[config.mk]
export PLATFORM = sky130hd
export DESIGN_NAME = shifter_iter_flat
export DESIGN_NICKNAME = d
export VERILOG_FILES = /design/src/rtl/shifter_pkg.sv /design/src/rtl/shifter_iter_if.sv /design/src/rtl/shift_step.sv /design/src/rtl/shifter_iter.sv /design/src/flat_wrapper.sv
export SDC_FILE = /design/constraint.sdc
export NUM_CORES = 1
export LEC_CHECK = 0
export BUFFER_PORTS_ARGS = -buffer_cell sky130_fd_sc_hd__buf_2
export CORE_MARGIN = 4
export CORE_UTILIZATION = 24
export DETAILED_ROUTE_END_ITERATION = 12
export SLEW_MARGIN = 30
export SYNTH_ARGS = -nofsm -noshare
export SYNTH_HDL_FRONTEND = slang
export SYNTH_SLANG_ARGS = --single-unit
[constraint.sdc]
create_clock -name CLK -period 7.32 [get_ports CLK]
set_input_delay 1.464 -clock CLK [delete_from_list [all_inputs] [get_ports CLK]]
set_output_delay 1.464 -clock CLK [all_outputs]
set_load 0.03 [all_outputs]
[src/rtl/shifter_pkg.sv]
// Shared definitions for the iterative shift unit: command encodings,
// FSM state type and the STEP legality helper.
package shifter_pkg;

  localparam logic [1:0] SHIFT_SLL = 2'b00;
  localparam logic [1:0] SHIFT_SRL = 2'b01;
  localparam logic [1:0] SHIFT_SRA = 2'b10;

  typedef enum logic [1:0] {
    IDLE,
    SHIFT,
    DONE
  } shift_state_t;

  function automatic bit step_legal(input int unsigned s);
    return (s == 1) || (s == 2) || (s == 4) || (s == 8) || (s == 16);
  endfunction

endpackage

[src/rtl/shifter_iter_if.sv]
// Issue-side and result-side handshakes of the iterative shift unit.
// The unit itself takes the slave view; issue logic / result mux take master.
interface shifter_iter_if;

  logic        IN_VALID_SE;
  logic        IN_READY_SE;
  logic [31:0] DIN_SE;
  logic [4:0]  SHIFT_VAL_SE;
  logic [1:0]  CMD_SE;
  logic        FLUSH_SE;
  logic        OUT_VALID_SE;
  logic        OUT_READY_SE;
  logic [31:0] DOUT_SE;
  logic        BUSY_SE;

  modport master (
    output IN_VALID_SE, DIN_SE, SHIFT_VAL_SE, CMD_SE, FLUSH_SE, OUT_READY_SE,
    input  IN_READY_SE, OUT_VALID_SE, DOUT_SE, BUSY_SE
  );

  modport slave (
    input  IN_VALID_SE, DIN_SE, SHIFT_VAL_SE, CMD_SE, FLUSH_SE, OUT_READY_SE,
    output IN_READY_SE, OUT_VALID_SE, DOUT_SE, BUSY_SE
  );

endinterface

[src/rtl/shift_step.sv]
// Combinational 32-bit shift by 0..STEP bits, one binary-weighted stage per
// amount bit. SRA refills from bit 31 of each stage input (sign is invariant).
module shift_step
  import shifter_pkg::*;
#(
  parameter  int unsigned STEP = 4,
  localparam int unsigned AW   = $clog2(STEP) + 1
) (
  input  logic [31:0]   din,
  input  logic [AW-1:0] amt,
  input  logic [1:0]    cmd,
  output logic [31:0]   dout
);

  logic [31:0] v;

  always_comb begin
    v = din;
    for (int unsigned k = 0; k < AW; k++) begin
      if (amt[k]) begin
        case (cmd)
          SHIFT_SLL:         v = v << (1 << k);
          SHIFT_SRL:         v = v >> (1 << k);
          SHIFT_SRA, 2'b11:  v = 32'($signed(v) >>> (1 << k));
        endcase
      end
    end
    dout = v;
  end

endmodule

[src/rtl/shifter_iter.sv]
// Multi-cycle shift unit: accepts an operand, shifts STEP bits per cycle and
// presents the result through a valid/ready handshake. Bit-exact with the barrel shifter.
module shifter_iter
  import shifter_pkg::*;
#(
  parameter int unsigned STEP = 4
) (
  input  logic        CLK,
  input  logic        RESET,
  shifter_iter_if.slave sif
);

  localparam int unsigned AW = $clog2(STEP) + 1;

  if (!step_legal(STEP)) begin : g_bad_step
    $error("shifter_iter: STEP=%0d must be one of 1, 2, 4, 8, 16", STEP);
  end

  shift_state_t state, state_n;
  logic [31:0]  data, data_n, step_out;
  logic [4:0]   count, count_n, step_amt, count_dec;
  logic [1:0]   cmd, cmd_n;

  // Last step of an operation may be shorter than STEP.
  assign step_amt  = (count >= 5'(STEP)) ? 5'(STEP) : count;
  assign count_dec = count - step_amt;

  shift_step #(.STEP(STEP)) u_step (
    .din  (data),
    .amt  (step_amt[AW-1:0]),
    .cmd  (cmd),
    .dout (step_out)
  );

  always_comb begin
    state_n = state;
    data_n  = data;
    count_n = count;
    cmd_n   = cmd;
    if (sif.FLUSH_SE) begin
      state_n = IDLE;
    end else begin
      unique case (state)
        IDLE: begin
          if (sif.IN_VALID_SE) begin
            data_n  = sif.DIN_SE;
            count_n = sif.SHIFT_VAL_SE;
            cmd_n   = sif.CMD_SE;
            state_n = (sif.SHIFT_VAL_SE == '0) ? DONE : SHIFT;
          end
        end
        SHIFT: begin
          data_n  = step_out;
          count_n = count_dec;
          if (count_dec == '0) state_n = DONE;
        end
        DONE: begin
          if (sif.OUT_READY_SE) state_n = IDLE;
        end
        default: state_n = IDLE;
      endcase
    end
  end

  always_ff @(posedge CLK) begin
    if (RESET) begin
      state <= IDLE;
      data  <= '0;
      count <= '0;
      cmd   <= SHIFT_SLL;
    end else begin
      state <= state_n;
      data  <= data_n;
      count <= count_n;
      cmd   <= cmd_n;
    end
  end

  // The data register doubles as the result register; a flush leaves it untouched.
  assign sif.IN_READY_SE  = (state == IDLE);
  assign sif.OUT_VALID_SE = (state == DONE);
  assign sif.BUSY_SE      = (state != IDLE);
  assign sif.DOUT_SE      = data;

  a_dout_stable: assert property (@(posedge CLK) disable iff (RESET)
    (sif.OUT_VALID_SE && !sif.OUT_READY_SE) |=> $stable(sif.DOUT_SE));

  a_no_underflow: assert property (@(posedge CLK) disable iff (RESET)
    (state == SHIFT) |-> ((count != '0) && (step_amt <= count)));

endmodule

[src/flat_wrapper.sv]
// flat-port wrapper written by rule: the top's interface ports become plain ports
module shifter_iter_flat import shifter_pkg::*;
#(
  parameter int unsigned STEP = 4
)
  (CLK, RESET, sif_IN_VALID_SE, sif_DIN_SE, sif_SHIFT_VAL_SE, sif_CMD_SE, sif_FLUSH_SE, sif_OUT_READY_SE, sif_IN_READY_SE, sif_OUT_VALID_SE, sif_DOUT_SE, sif_BUSY_SE);
  shifter_iter_if sif_i ();
  input  logic CLK;
  input  logic RESET;
  input wire logic [$bits(sif_i.IN_VALID_SE)-1:0] sif_IN_VALID_SE;
  input wire logic [$bits(sif_i.DIN_SE)-1:0] sif_DIN_SE;
  input wire logic [$bits(sif_i.SHIFT_VAL_SE)-1:0] sif_SHIFT_VAL_SE;
  input wire logic [$bits(sif_i.CMD_SE)-1:0] sif_CMD_SE;
  input wire logic [$bits(sif_i.FLUSH_SE)-1:0] sif_FLUSH_SE;
  input wire logic [$bits(sif_i.OUT_READY_SE)-1:0] sif_OUT_READY_SE;
  output wire logic [$bits(sif_i.IN_READY_SE)-1:0] sif_IN_READY_SE;
  output wire logic [$bits(sif_i.OUT_VALID_SE)-1:0] sif_OUT_VALID_SE;
  output wire logic [$bits(sif_i.DOUT_SE)-1:0] sif_DOUT_SE;
  output wire logic [$bits(sif_i.BUSY_SE)-1:0] sif_BUSY_SE;
  assign sif_i.IN_VALID_SE = sif_IN_VALID_SE;
  assign sif_i.DIN_SE = sif_DIN_SE;
  assign sif_i.SHIFT_VAL_SE = sif_SHIFT_VAL_SE;
  assign sif_i.CMD_SE = sif_CMD_SE;
  assign sif_i.FLUSH_SE = sif_FLUSH_SE;
  assign sif_i.OUT_READY_SE = sif_OUT_READY_SE;
  assign sif_IN_READY_SE = sif_i.IN_READY_SE;
  assign sif_OUT_VALID_SE = sif_i.OUT_VALID_SE;
  assign sif_DOUT_SE = sif_i.DOUT_SE;
  assign sif_BUSY_SE = sif_i.BUSY_SE;
  shifter_iter #(.STEP(STEP)) u_core (.CLK(CLK), .RESET(RESET), .sif(sif_i));
endmodule
# --- Word level (Yosys, flattened, before mapping) ---
# Cells that the tools add are included.
word_totals:
  reg_bits: 41
  latchBits: 0
  ramBits: 0
  mem_bits_ro: 0
  input_bits: 44
  elab_cells: 42
  memories: 0
op_classes:
  addsub: 1
  n_mul: 0
  div_mod_pow: 0
  magnitude_cmp: 1
  eq_ne: 8
  shift: 0
  n_mux: 16
  bitwise: 1
  n_reduce_logical: 11
op_table:
  columns: ["cell", "n"]
  rows:
  - ["one-hot mux 32 bit (3 select lines)", 3]
  - ["2-to-1 mux 32 bit", 4]
  - ["one-hot mux 32 bit (2 select lines)", 1]
  - ["logical NOT 5 bit", 2]
  - ["2-to-1 mux 5 bit", 2]
  - ["one-hot mux 5 bit (2 select lines)", 1]
  - ["AND reduction 3 bit", 3]
  - ["2-to-1 mux 2 bit", 4]
  - ["== test 2 bit, second input constant", 3]
  - ["one-hot mux 2 bit (3 select lines)", 1]
  - ["greater-or-equal comparator 5 x 3 -> 1 bit, second input constant", 1]
  - ["subtractor 5 bit", 1]
  - ["== test 2 x 1 -> 1 bit, second input constant", 2]
  - ["logical NOT 2 bit", 2]
  - ["!= test 2 bit, second input constant", 2]
  - ["nonzero test 2 bit", 2]
  - ["OR reduction 2 bit", 2]
  - ["!= test 2 x 1 -> 1 bit, second input constant", 1]
  - ["inverter 1 bit", 1]

# --- Depth between registers and ports, before layout ---
# Gate-level depths: netlist of the first run.
depth:
  word_depth: 9
  depth_mapped: 12
  ltp_nobuf: 9

# --- Hierarchy ---
# From an unflattened synthesis of the first run, not the netlist that was laid out.
hier_totals:
  hier_cells: 695
  hier_area_um2: 4954.8
modules_own_cells:
  columns: ["mod", "instances", "cells_each", "area_per_inst_um2", "seq_area_each_um2"]
  rows:
  - ["shift_step", 1, 434, 2720.1, 0.0]
  - ["shifter_iter", 1, 261, 2234.6, 820.8]

# --- Worst setup path after synthesis of the first run ---
# Ideal clock, no wire load.
synth_timing:
  path_kind: "input -> register"
  startpoint: "in sif_FLUSH_SE"
  endpoint: "reg u_core.data[7] (netlist: u_core.sif.DOUT_SE[7])"
  setup_ps: 135
  t_arrival_ps: 2722
  setup_slack_ps: 4463
  path_stages: 6
  path_buffers: 1
  path_cell_list: "clkbuf_1 nor2_1 nor2_1 a221o_1 a221oi_1 nor4_1"
synth_between:
  elab_chain_cells: 2
synth_lines:
  columns: ["element", "line_no", "source"]
  rows:
  - ["from (decl)", "flat_wrapper.sv:14", "input wire logic [$bits(sif_i.FLUSH_SE)-1:0] sif_FLUSH_SE;"]
  - ["inverter 1 bit (no source line)", null, null]
  - ["AND reduction 3 bit (no source line)", null, null]
  - ["to (signal assigned)", "shifter_iter.sv:73", "data <= data_n;"]
  - ["to (decl)", "shifter_iter.sv:20", "logic [31:0] data, data_n, step_out;"]
# No other way between the ends.
# A chain may end at the register's enable or synchronous reset.

# --- Final worst setup path of the first run ---
layout_timing:
  startpoint: "reg u_core.count[2]"
  endpoint: "reg u_core.data[27] (netlist: u_core.sif.DOUT_SE[27])"
layout_between:
  elab_chain_cells: 8
layout_lines:
  columns: ["element", "line_no", "source"]
  rows:
  - ["from (decl)", "shifter_iter.sv:21", "logic [4:0] count, count_n, step_amt, count_dec;"]
  - ["from (signal assigned)", "shifter_iter.sv:74", "count <= count_n;"]
  - ["greater-or-equal comparator 5 x 3 -> 1 bit", "shifter_iter.sv:25", "assign step_amt = (count >= 5'(STEP)) ? 5'(STEP) : count;"]
  - ["2-to-1 mux 5 bit (*)", "shifter_iter.sv:25", null]
  - ["2-to-1 mux 32 bit", "shift_step.sv:20", "if (amt[k]) begin"]
  - ["one-hot mux 32 bit (3 select lines)", "shift_step.sv:21", "case (cmd)"]
  - ["2-to-1 mux 32 bit", "shift_step.sv:20", null]
  - ["one-hot mux 32 bit (3 select lines)", "shift_step.sv:21", null]
  - ["2-to-1 mux 32 bit (*)", "shift_step.sv:20", null]
  - ["one-hot mux 32 bit (2 select lines) (*)", "shifter_iter.sv:43", "unique case (state)"]
# Every way passes the cells marked *; elsewhere a longest branch is shown, timed or not.

==> impl_metrics.env, run 1 <==
export IMPL_outcome="finished clean"
export IMPL_netlist_instances=623
export IMPL_numCtsBuffers=5
export IMPL_cts_sinks=41
export IMPL_critical_path_arrival_ns=3.42
export IMPL_cts_root_buf="clkbuf_16"
export IMPL_drt_pre_antenna_iters=9
export IMPL_synth_async_reset_ratio_pct=0
export IMPL_dp_hpwl_um=11700
export IMPL_crit_family="simple AND/OR/NAND/NOR gates"
export IMPL_r2r_end="u_core.sif.DOUT_SE[27]"
export IMPL_synth_edf_count=0
export IMPL_grt_max_degree=54
export IMPL_path_class="reg -> reg"
export IMPL_pwr_density_cell_mw_per_mm2=177
export IMPL_tightest_slew_ns=1.02
export IMPL_setup_viol_count_final=0
export IMPL_skew_ns=0.0130
export IMPL_cp_slowest_cell="or4b_1"
export IMPL_globalplace_congestion=0.894
export IMPL_hold_viol=0
export IMPL_required_ns=7.51
export IMPL_r2r_cells=6
export IMPL_path_buf_inv=0
export IMPL_start_util_pct=24.8
export IMPL_path_clk_slew_ns=0.07
export IMPL_io_buffers=78
export IMPL_dieArea_mm2=0.0196
export IMPL_synth_nets=668
export IMPL_rr_startpoint="u_core.count[2]"
export IMPL_hold_class="reg -> reg"
export IMPL_crit_chain="or4b_1, nor2_1, a2bb2oi_1, a211oi_1, nor3_1, a211o_1"
export IMPL_io_pins=79
export IMPL_yosysWarnings=0
export IMPL_seq_power_share_pct=32.6
export IMPL_fin_util_pct=28.7
export IMPL_post_route_period_util_pct=44.1
export IMPL_period_needed_ns=3.23
export IMPL_cts_resized=0
export IMPL_critical_path_depth=6
export IMPL_ys_seq_area_share_pct=19.7
export IMPL_wl_um=17600
export IMPL_n_fill_cell=1893
export IMPL_cts_max_path_buffers=2
export IMPL_drtAntennaViolNets=0
export IMPL_power_switching_share_pct=40.6
export IMPL_htreeDepth=2
export IMPL_regToRegSetupSlack_ns=4.09
export IMPL_power_share_clock_pct=32.1
export IMPL_core_area_mm2=0.0168
export IMPL_p_leak_nw=1.69
export IMPL_vdd_drop_max_v=0.000110
export IMPL_n_antenna_cell=0
export IMPL_viasPerCell=6.11
export IMPL_fp_dieW_um=140
export IMPL_grt_pass1_wl_um=28100
export IMPL_total_power_mw=0.854
export IMPL_synth_seq_cells=41
export IMPL_internal_power_mw=0.508
export IMPL_maxCapViolCount=0
export IMPL_std_cell_rows=47
export IMPL_slew_headroom_pct=31.8
export IMPL_die_h_um=140
export IMPL_layout_drive_gt1_share_pct=19.1
export IMPL_holdPathEnd="u_core.sif.DOUT_SE[30]"
export IMPL_nets=697
export IMPL_drt_iter0_markers=784
export IMPL_yosys_cell_types_count=66
export IMPL_p_sw_mw=0.347
export IMPL_crit_path_start_kind="flop"
export IMPL_drc=0
export IMPL_syn_area_per_cell_um2=6.70
export IMPL_finalSetupTns_ns=0
export IMPL_grt_pass1_vias=4933
export IMPL_syn_cell_area_mm2=0.00418
export IMPL_holdCritStartpoint="u_core.sif.DOUT_SE[30]"
export IMPL_clk_insertion_delay_late_ns=0.30
export IMPL_grt_setup_unrepaired="false"
export IMPL_grt_usage_pct=17.3
export IMPL_timing_fmax_ghz=0.309
export IMPL_syn_to_final_growth_pct=15.6
export IMPL_critPathMaxStageDelay_ns=1.04
export IMPL_critPathMaxFanout=20
export IMPL_endpoint_kind="flop"
export IMPL_cts_tree="yes"
export IMPL_via_count=5330
export IMPL_synth_ff_type="dfxtp_1"
export IMPL_antenna_found_initial=0
export IMPL_post_drt_wl_per_cell_um=20.1
export IMPL_slew_violations=0
export IMPL_overflow=0
export IMPL_cts_setup_buffers=0
export IMPL_holdPathStages=1
export IMPL_combPwrFrac_pct=35.3
export IMPL_hold_buffers=0
worst reg2reg max path, stage by stage, from the launching register on:
cell and delay [ns]:
dfxtp_1 0.48, or4b_1 1.04, nor2_1 0.75, a2bb2oi_1 0.27, a211oi_1 0.28, nor3_1 0.07
a211o_1 0.23
state kept, by name, indices dropped and copies added (netlist names):
name and count:
u_core.state 2, u_core.cmd 2, u_core.count 5, u_core.sif.DOUT_SE 32
power by group through the flow:
stage / Sequential [mW] / Combinational, mW / Clock, mW
after floorplan: 0.286 / 0.195 / 0
after global placement: 0.282 / 0.294 / 0
after detailed placement: 0.282 / 0.295 / 0
after CTS: 0.277 / 0.297 / 0.276
after global routing: 0.281 / 0.328 / 0.286
final: 0.278 / 0.302 / 0.274
layout make-up:
cell class / count / area (um^2) / share of cell area [%]
clock buffer: 6 / 139 / 2.88
clock inverter: 2 / 37.5 / 0.778
inverter: 4 / 15.0 / 0.311
multi-input combinational: 512 / 3070 / 63.7
sequential: 41 / 821 / 17.0
tap: 220 / 275 / 5.70
timing repair buffer: 88 / 465 / 9.64
cells in the final DEF, fill, tap and decap left out, types with 5 or more instances in the layout:
cell type,instances
a21oi_1,40
nor2_2,5
mux2_2,6
nor3_1,28
nor2_1,64
o211a_1,5
a31oi_1,13
mux2i_1,11
a311oi_1,10
nand2_1,106
buf_4,10
o311ai_0,7
or3_1,8
nor4_1,9
o211ai_1,9
dfxtp_1,41
o22ai_1,9
clkbuf_16,5
nand3_1,18
o21ai_0,44
a211oi_1,24
buf_2,78
a221oi_1,13
a21o_1,6
metrics by stage:
stage	instance area [um^2]	worst slack [ns]	cells	hold WS (ns)
final	4830	4.09	873	0.567
after global routing	4830	3.77	873	0.595
after CTS	4830	4.11	873	0.566
after floorplan	4180	4.46	623	0.550
after global placement	4650	3.90	865	0.537
after detailed placement	4650	3.85	865	0.556
per-layer routing:
metal	track usage (%)	vias to the layer above	wire length, um
met4	5.51	0	447
met1	25.0	2516	7650
met3	2.93	40	1780
met2	26.3	354	7690
met5	0	-	0
li1	-	2420	-
Yosys cell counts, drive strengths merged (10+ instances only):
library cell	number	area share (%)
nand2	107	9.8
nor2	69	6.3
o21ai	47	5.6
clkbuf	43	3.9
dfxtp	41	20
a21oi	40	4.8
nor3	29	3.5
a211oi	24	4.3
buf	23	3.0
nand3	18	2.2
a221oi	13	2.7
a31oi	13	1.9
mux2i	11	2.6
a311oi	10	2.1
worst max-delay path by stage:
stage                    start                endpoint  slack, ns
4_1_cts        u_core.count[2]         u_core.state[1]       4.11
6_report       u_core.count[2]  u_core.sif.DOUT_SE[27]       4.09
2_1_floorplan     sif_FLUSH_SE   u_core.sif.DOUT_SE[7]       4.46
3_3_place_gp             RESET  u_core.sif.DOUT_SE[27]       3.90
3_5_place_dp             RESET  u_core.sif.DOUT_SE[27]       3.85
5_1_grt        u_core.count[2]         u_core.state[1]       3.77
logic make-up after synthesis:
family | after synthesis | share of synthesized area (%)
fa+ha+maj | 1 | 0.300
other cells | 1 | 0.0898
buf+inv | 70 | 7.19
mux | 20 | 5.87
flops | 41 | 19.7
compound gates | 223 | 37.0
simple gates | 267 | 29.9
Power figures use the tool's default switching activity.
==> inputs of run 2 (changes only) <==
Settings changed: ABC_AREA set to 1.
Clock period 7.32 ns to 3.2 ns, I/O delays scaled along.
==> impl_metrics.env, run 2 <==
export IMPL_critPathMaxFanout=35
export IMPL_yosysWarnings=0
export IMPL_overflow=0
export IMPL_cts_resized=0
export IMPL_dieArea_mm2=0.0189
export IMPL_synth_common_cells="nand2_1 (262), nor2_1 (138), nand3_1 (131)"
export IMPL_start_util_pct=24.4
export IMPL_drc=0
export IMPL_power_share_clock_pct=27.0
export IMPL_endpoint_kind="flop"
export IMPL_setup_viol_count_final=0
export IMPL_htreeDepth=2
export IMPL_synth_nets=807
export IMPL_hold_class="reg -> reg"
export IMPL_fin_ws_ns=0.843
export IMPL_nets=856
export IMPL_outcome="finished clean"
export IMPL_syn_to_final_growth_pct=16.0
export IMPL_cts_setup_buffers=0
export IMPL_viasPerCell=4.98
export IMPL_cts_sinks=41
export IMPL_syn_area_per_cell_um2=5.29
export IMPL_timing_fmax_ghz=0.424
export IMPL_crit_path_start_kind="flop"
export IMPL_regToRegSetupSlack_ns=0.84
export IMPL_post_drt_wl_per_cell_um=14.1
export IMPL_seq_power_share_pct=32.4
export IMPL_cts_tree="yes"
export IMPL_synth_top_area_cell="nand2_1"
export IMPL_slew_violations=0
export IMPL_fp_dieW_um=138
export IMPL_std_cell_rows=47
export IMPL_synth_seq_cells=41
export IMPL_synth_top_area_share_pct=24.4
export IMPL_antenna_found_initial=0
export IMPL_dp_slack_ns=0.870
export IMPL_period_needed_ns=2.36
export IMPL_p_sw_mw=0.789
export IMPL_grt_pass1_vias=4775
export IMPL_syn_cell_area_mm2=0.00403
export IMPL_cts_max_path_buffers=2
export IMPL_layout_drive_gt1_share_pct=13.5
export IMPL_grt_pass1_wl_um=23900
export IMPL_hold_buffers=0
export IMPL_layout_commonest_cell="nand2_1"
export IMPL_post_dp_cell_area_mm2=0.00454
export IMPL_power_switching_share_pct=42.5
export IMPL_fin_area_mm2=0.00468
export IMPL_final_cell_count_no_fill=1032
export IMPL_synth_edf_count=0
export IMPL_synth_ff_type="dfxtp_1"
export IMPL_critPathMaxStageDelay_ns=0.42
export IMPL_yosys_cell_count_top_type="nand2_1"
export IMPL_vdd_drop_max_v=0.000185
export IMPL_ys_seq_area_share_pct=20.3
export IMPL_crit_family="simple AND/OR/NAND/NOR gates"
export IMPL_skew_ns=0.00316
export IMPL_crit_chain="nor2_4, nand3_4, nor2_2, buf_4, nand3_1, nand3_1, nor2_1, nor2_1, nand2_1, nand2_1, a21oi_1"
export IMPL_drtAntennaViolNets=0
export IMPL_finalSetupTns_ns=0
export IMPL_place_inst=1024
export IMPL_critical_path_arrival_ns=2.51
export IMPL_hold_viol=0
export IMPL_grt_usage_pct=15.6
export IMPL_largest_register_ffs=32
export IMPL_drt_iter0_markers=504
export IMPL_required_ns=3.35
export IMPL_post_route_period_util_pct=73.7
export IMPL_via_count=5140
export IMPL_io_buffers=78
export IMPL_clk_insertion_delay_late_ns=0.29
export IMPL_numCtsBuffers=5
export IMPL_yosys_cell_types_count=34
export IMPL_combPwrFrac_pct=40.5
export IMPL_netlist_instances=762
export IMPL_path_buf_inv=1
export IMPL_path_class="reg -> reg"
export IMPL_slew_headroom_pct=35.3
export IMPL_core_area_mm2=0.0165
export IMPL_internal_power_mw=1.07
export IMPL_synth_async_reset_ratio_pct=0
export IMPL_p_leak_nw=2.06
export IMPL_n_antenna_cell=0
export IMPL_path_clk_slew_ns=0.06
export IMPL_globalplace_congestion=0.898
export IMPL_grt_setup_unrepaired="false"
export IMPL_grt_max_degree=61
export IMPL_die_h_um=138
export IMPL_dp_hpwl_um=10300
export IMPL_tightest_slew_ns=0.966
export IMPL_cts_root_buf="clkbuf_16"
export IMPL_io_pins=79
export IMPL_drt_pre_antenna_iters=5
export IMPL_pwr_density_cell_mw_per_mm2=396
export IMPL_cp_slowest_cell="nand3_4"
export IMPL_wl_um=14500
export IMPL_maxCapViolCount=0
export IMPL_ys_top_cells_by_area="nand2_1 (24%), dfxtp_1 (20%), nand3_1 (16%)"
export IMPL_layout_common_cells="nand2_1 (261), nor2_1 (137), nand3_1 (131), buf_2 (78), a21oi_1 (43)"
[run 2: worst register-to-register path: cells and delay by family, from the launching register on]
kind / cells / cell delay [ns]
simple gates: 9 / 1.50
flops: 1 / 0.33
compound gates: 1 / 0.05
buf+inv: 1 / 0.34
[run 2: final timing paths]
path | start | endpoint | cells after the start
max | u_core.count[3] | u_core.sif.DOUT_SE[10] | 11
max reg2reg | u_core.count[3] | u_core.sif.DOUT_SE[10] | 11
min reg2reg | u_core.sif.DOUT_SE[29] | u_core.sif.DOUT_SE[29] | 2
min | u_core.sif.DOUT_SE[29] | u_core.sif.DOUT_SE[29] | 2
[run 2: per-layer routing]
layer  up-vias  track usage, %  part of all wire [%]
li1       2611               -                     -
met1      2297            21.3                    46
met2       209            25.6                    47
met3        23            1.86                   6.1
met4         0            4.66                   1.8
met5         -               0                     0
[run 2: per-stage QoR]
step,power (mW),hold WS [ns],utilization (%)
final,1.86,0.512,28.3
after global placement,1.36,0.503,27.5
after floorplan,1.16,0.512,-
after CTS,1.86,0.514,28.3
after detailed placement,1.36,0.506,27.5
after global routing,1.99,0.539,28.3
[run 2: area by class of cell]
type                            instances  area (um^2)
Clock buffer                            8          136
Sequential cell                        41          821
Timing Repair Buffer                   87          458
Multi-Input combinational cell        654         2910
Inverter                               22         83.8
Fill cell                            1925        11800
Tap cell                              220          275
[run 2: cells by family after synthesis]
| family | synth area share [%] |
|---|---|
| AO/OA/AOI/OAI | 11.1 |
| buffers and inverters | 7.85 |
| adder cells (fa/ha/maj) | 0.310 |
| XOR/XNOR | 0.217 |
| other | 0.0930 |
| AND/OR/NAND/NOR | 60.0 |
| flip-flops | 20.3 |
[run 2: power groups by stage]
stage | Sequential, mW | Clock [mW] | Combinational [mW]
4_1_cts | 0.602 | 0.515 | 0.747
3_3_place_gp | 0.613 | 0 | 0.745
5_1_grt | 0.610 | 0.537 | 0.843
2_1_floorplan | 0.655 | 0 | 0.504
3_5_place_dp | 0.613 | 0 | 0.743
6_report | 0.602 | 0.502 | 0.752
==> inputs of run 3 (changes only) <==
Clock period 3.2 ns to 2.1 ns, I/O delays scaled along.
==> impl_metrics.env, run 3 (same netlist as run 2, synthesis figures left out) <==
export IMPL_ff_latch_area_um2=821
export IMPL_internal_power_mw=1.73
export IMPL_holdPathEnd="u_core.state[1]"
export IMPL_multi_input_area_mm2=0.00291
export IMPL_crit_path_start="u_core.count[3]"
export IMPL_viasPerCell=4.91
export IMPL_wl_met3_um=1020
export IMPL_cts_setup_buffers=0
export IMPL_grt_usage_pct=15.9
export IMPL_rr_startpoint="u_core.count[3]"
export IMPL_hold_class="in -> reg"
export IMPL_std_cell_rows=47
export IMPL_drc=0
export IMPL_finalSetupTns_ns=0
export IMPL_slew_violations=0
export IMPL_power_share_clock_pct=28.7
export IMPL_grt_max_degree=37
export IMPL_maxCapViolCount=0
export IMPL_hold_buffers=0
export IMPL_antenna_found_initial=0
export IMPL_overflow=0
export IMPL_grt_pass1_wl_um=24200
export IMPL_globalplace_congestion=0.896
export IMPL_layout_drive_gt1_share_pct=15.4
export IMPL_n_antenna_cell=0
export IMPL_layout_common_cells="nand2_1 (261), nor2_1 (136), nand3_1 (131), buf_2 (78), a21oi_1 (43)"
export IMPL_clk_insertion_delay_late_ns=0.30
export IMPL_timing_fmax_ghz=0.524
export IMPL_dieArea_mm2=0.0189
export IMPL_maxUsedRoutingLayer="met4"
export IMPL_skew_ns=0.00654
export IMPL_p_leak_nw=2.15
export IMPL_dr_wl_met2_um=6670
export IMPL_path_clk_slew_ns=0.06
export IMPL_pwr_density_cell_mw_per_mm2=609
export IMPL_combPwrFrac_pct=40.2
export IMPL_p_sw_mw=1.23
export IMPL_fp_dieW_um=138
export IMPL_wl_um=14700
export IMPL_numCtsBuffers=5
export IMPL_crit_path_start_kind="flop"
export IMPL_nets=869
export IMPL_die_h_um=138
export IMPL_seq_power_share_pct=31.1
export IMPL_hold_viol=0
export IMPL_dp_hpwl_um=10800
export IMPL_outcome="finished clean"
export IMPL_vdd_drop_max_v=0.000302
export IMPL_grt_setup_unrepaired="false"
export IMPL_fin_ws_ns=0.193
export IMPL_holdCritStartpoint="sif_FLUSH_SE"
export IMPL_cts_resized=0
export IMPL_holdPathStages=4
export IMPL_critPathMaxFanout=28
export IMPL_drt_pre_antenna_iters=5
export IMPL_cts_max_path_buffers=2
export IMPL_syn_to_final_growth_pct=20.1
export IMPL_post_route_period_util_pct=90.8
export IMPL_io_buffers=78
export IMPL_r2r_end="u_core.sif.DOUT_SE[8]"
export IMPL_cts_root_buf="clkbuf_16"
export IMPL_drt_iter0_markers=421
export IMPL_required_ns=2.27
export IMPL_cts_tree="yes"
export IMPL_htreeDepth=2
export IMPL_regToRegSetupSlack_ns=0.19
export IMPL_layout_commonest_cell="nand2_1"
export IMPL_n_fill_cell=1914
export IMPL_core_area_mm2=0.0165
export IMPL_path_class="reg -> reg"
export IMPL_setup_viol_count_final=0
export IMPL_cts_sinks=41
export IMPL_r2r_cells=10
export IMPL_period_needed_ns=1.91
export IMPL_grt_pass1_vias=4853
export IMPL_power_switching_share_pct=41.6
export IMPL_largest_register_ffs=32
export IMPL_via_count=5130
export IMPL_start_util_pct=24.4
export IMPL_endpoint_kind="flop"
export IMPL_io_pins=79
export IMPL_critical_path_arrival_ns=2.08
export IMPL_post_drt_wl_per_cell_um=14.1
export IMPL_drtAntennaViolNets=0
export IMPL_dp_slack_ns=0.211
export IMPL_met1_length_um=6700
## run 3: metal layers
metal  GRT usage (%)  vias to the layer above
li1                -                     2639
met1            21.3                     2296
met2            25.5                      171
met3            3.03                       24
met4            5.27                        0
met5               0                        -
## run 3: power by group through the flow
| stage | clock network (mW) | registers, mW | logic (mW) |
|---|---|---|---|
| 5_1_grt | 0.915 | 0.930 | 1.33 |
| 2_1_floorplan | 0 | 0.999 | 0.769 |
| 3_3_place_gp | 0 | 0.933 | 1.18 |
| 6_report | 0.847 | 0.918 | 1.19 |
| 3_5_place_dp | 0 | 0.934 | 1.18 |
| 4_1_cts | 0.882 | 0.916 | 1.18 |
## run 3: cell type report
class | instances | area share (%)
multi-input cells | 654 | 60.1
flip-flops and latches | 41 | 16.9
repair buffers | 100 | 12.2
well taps | 220 | 5.68
clock buffers | 7 | 3.15
inverters | 22 | 1.73
clock inverters | 1 | 0.103
## run 3: through the flow
stage / instance area (um^2) / hold WS, ns / power, mW / utilization, % / std cells
4_1_cts: 4840 / 0.378 / 2.98 / 29.3 / 1045
5_1_grt: 4840 / 0.397 / 3.18 / 29.3 / 1045
6_report: 4840 / 0.393 / 2.95 / 29.3 / 1045
3_3_place_gp: 4680 / 0.488 / 2.11 / 28.3 / 1037
3_5_place_dp: 4680 / 0.508 / 2.11 / 28.3 / 1037
2_1_floorplan: 4040 / 0.512 / 1.77 / - / 762
## run 3: worst max-delay path, cell delays in order (launching register included)
cell     delay (ns)
dfxtp_1        0.33
nor2_4         0.22
nand3_4        0.15
nor2_8         0.37
nand3_1        0.17
nand3_1        0.15
nor2_1         0.05
nor2_1         0.10
nand2_1        0.10
nand2_1        0.07
a21oi_1        0.06
## run 3: worst max-delay path by stage
stage / endpoint / cells past startpoint
after floorplan: u_core.state[1] / 12
after global placement: u_core.sif.DOUT_SE[21] / 12
after detailed placement: u_core.sif.DOUT_SE[8] / 10
after CTS: u_core.sif.DOUT_SE[15] / 12
after global routing: u_core.sif.DOUT_SE[10] / 10
final: u_core.sif.DOUT_SE[8] / 10
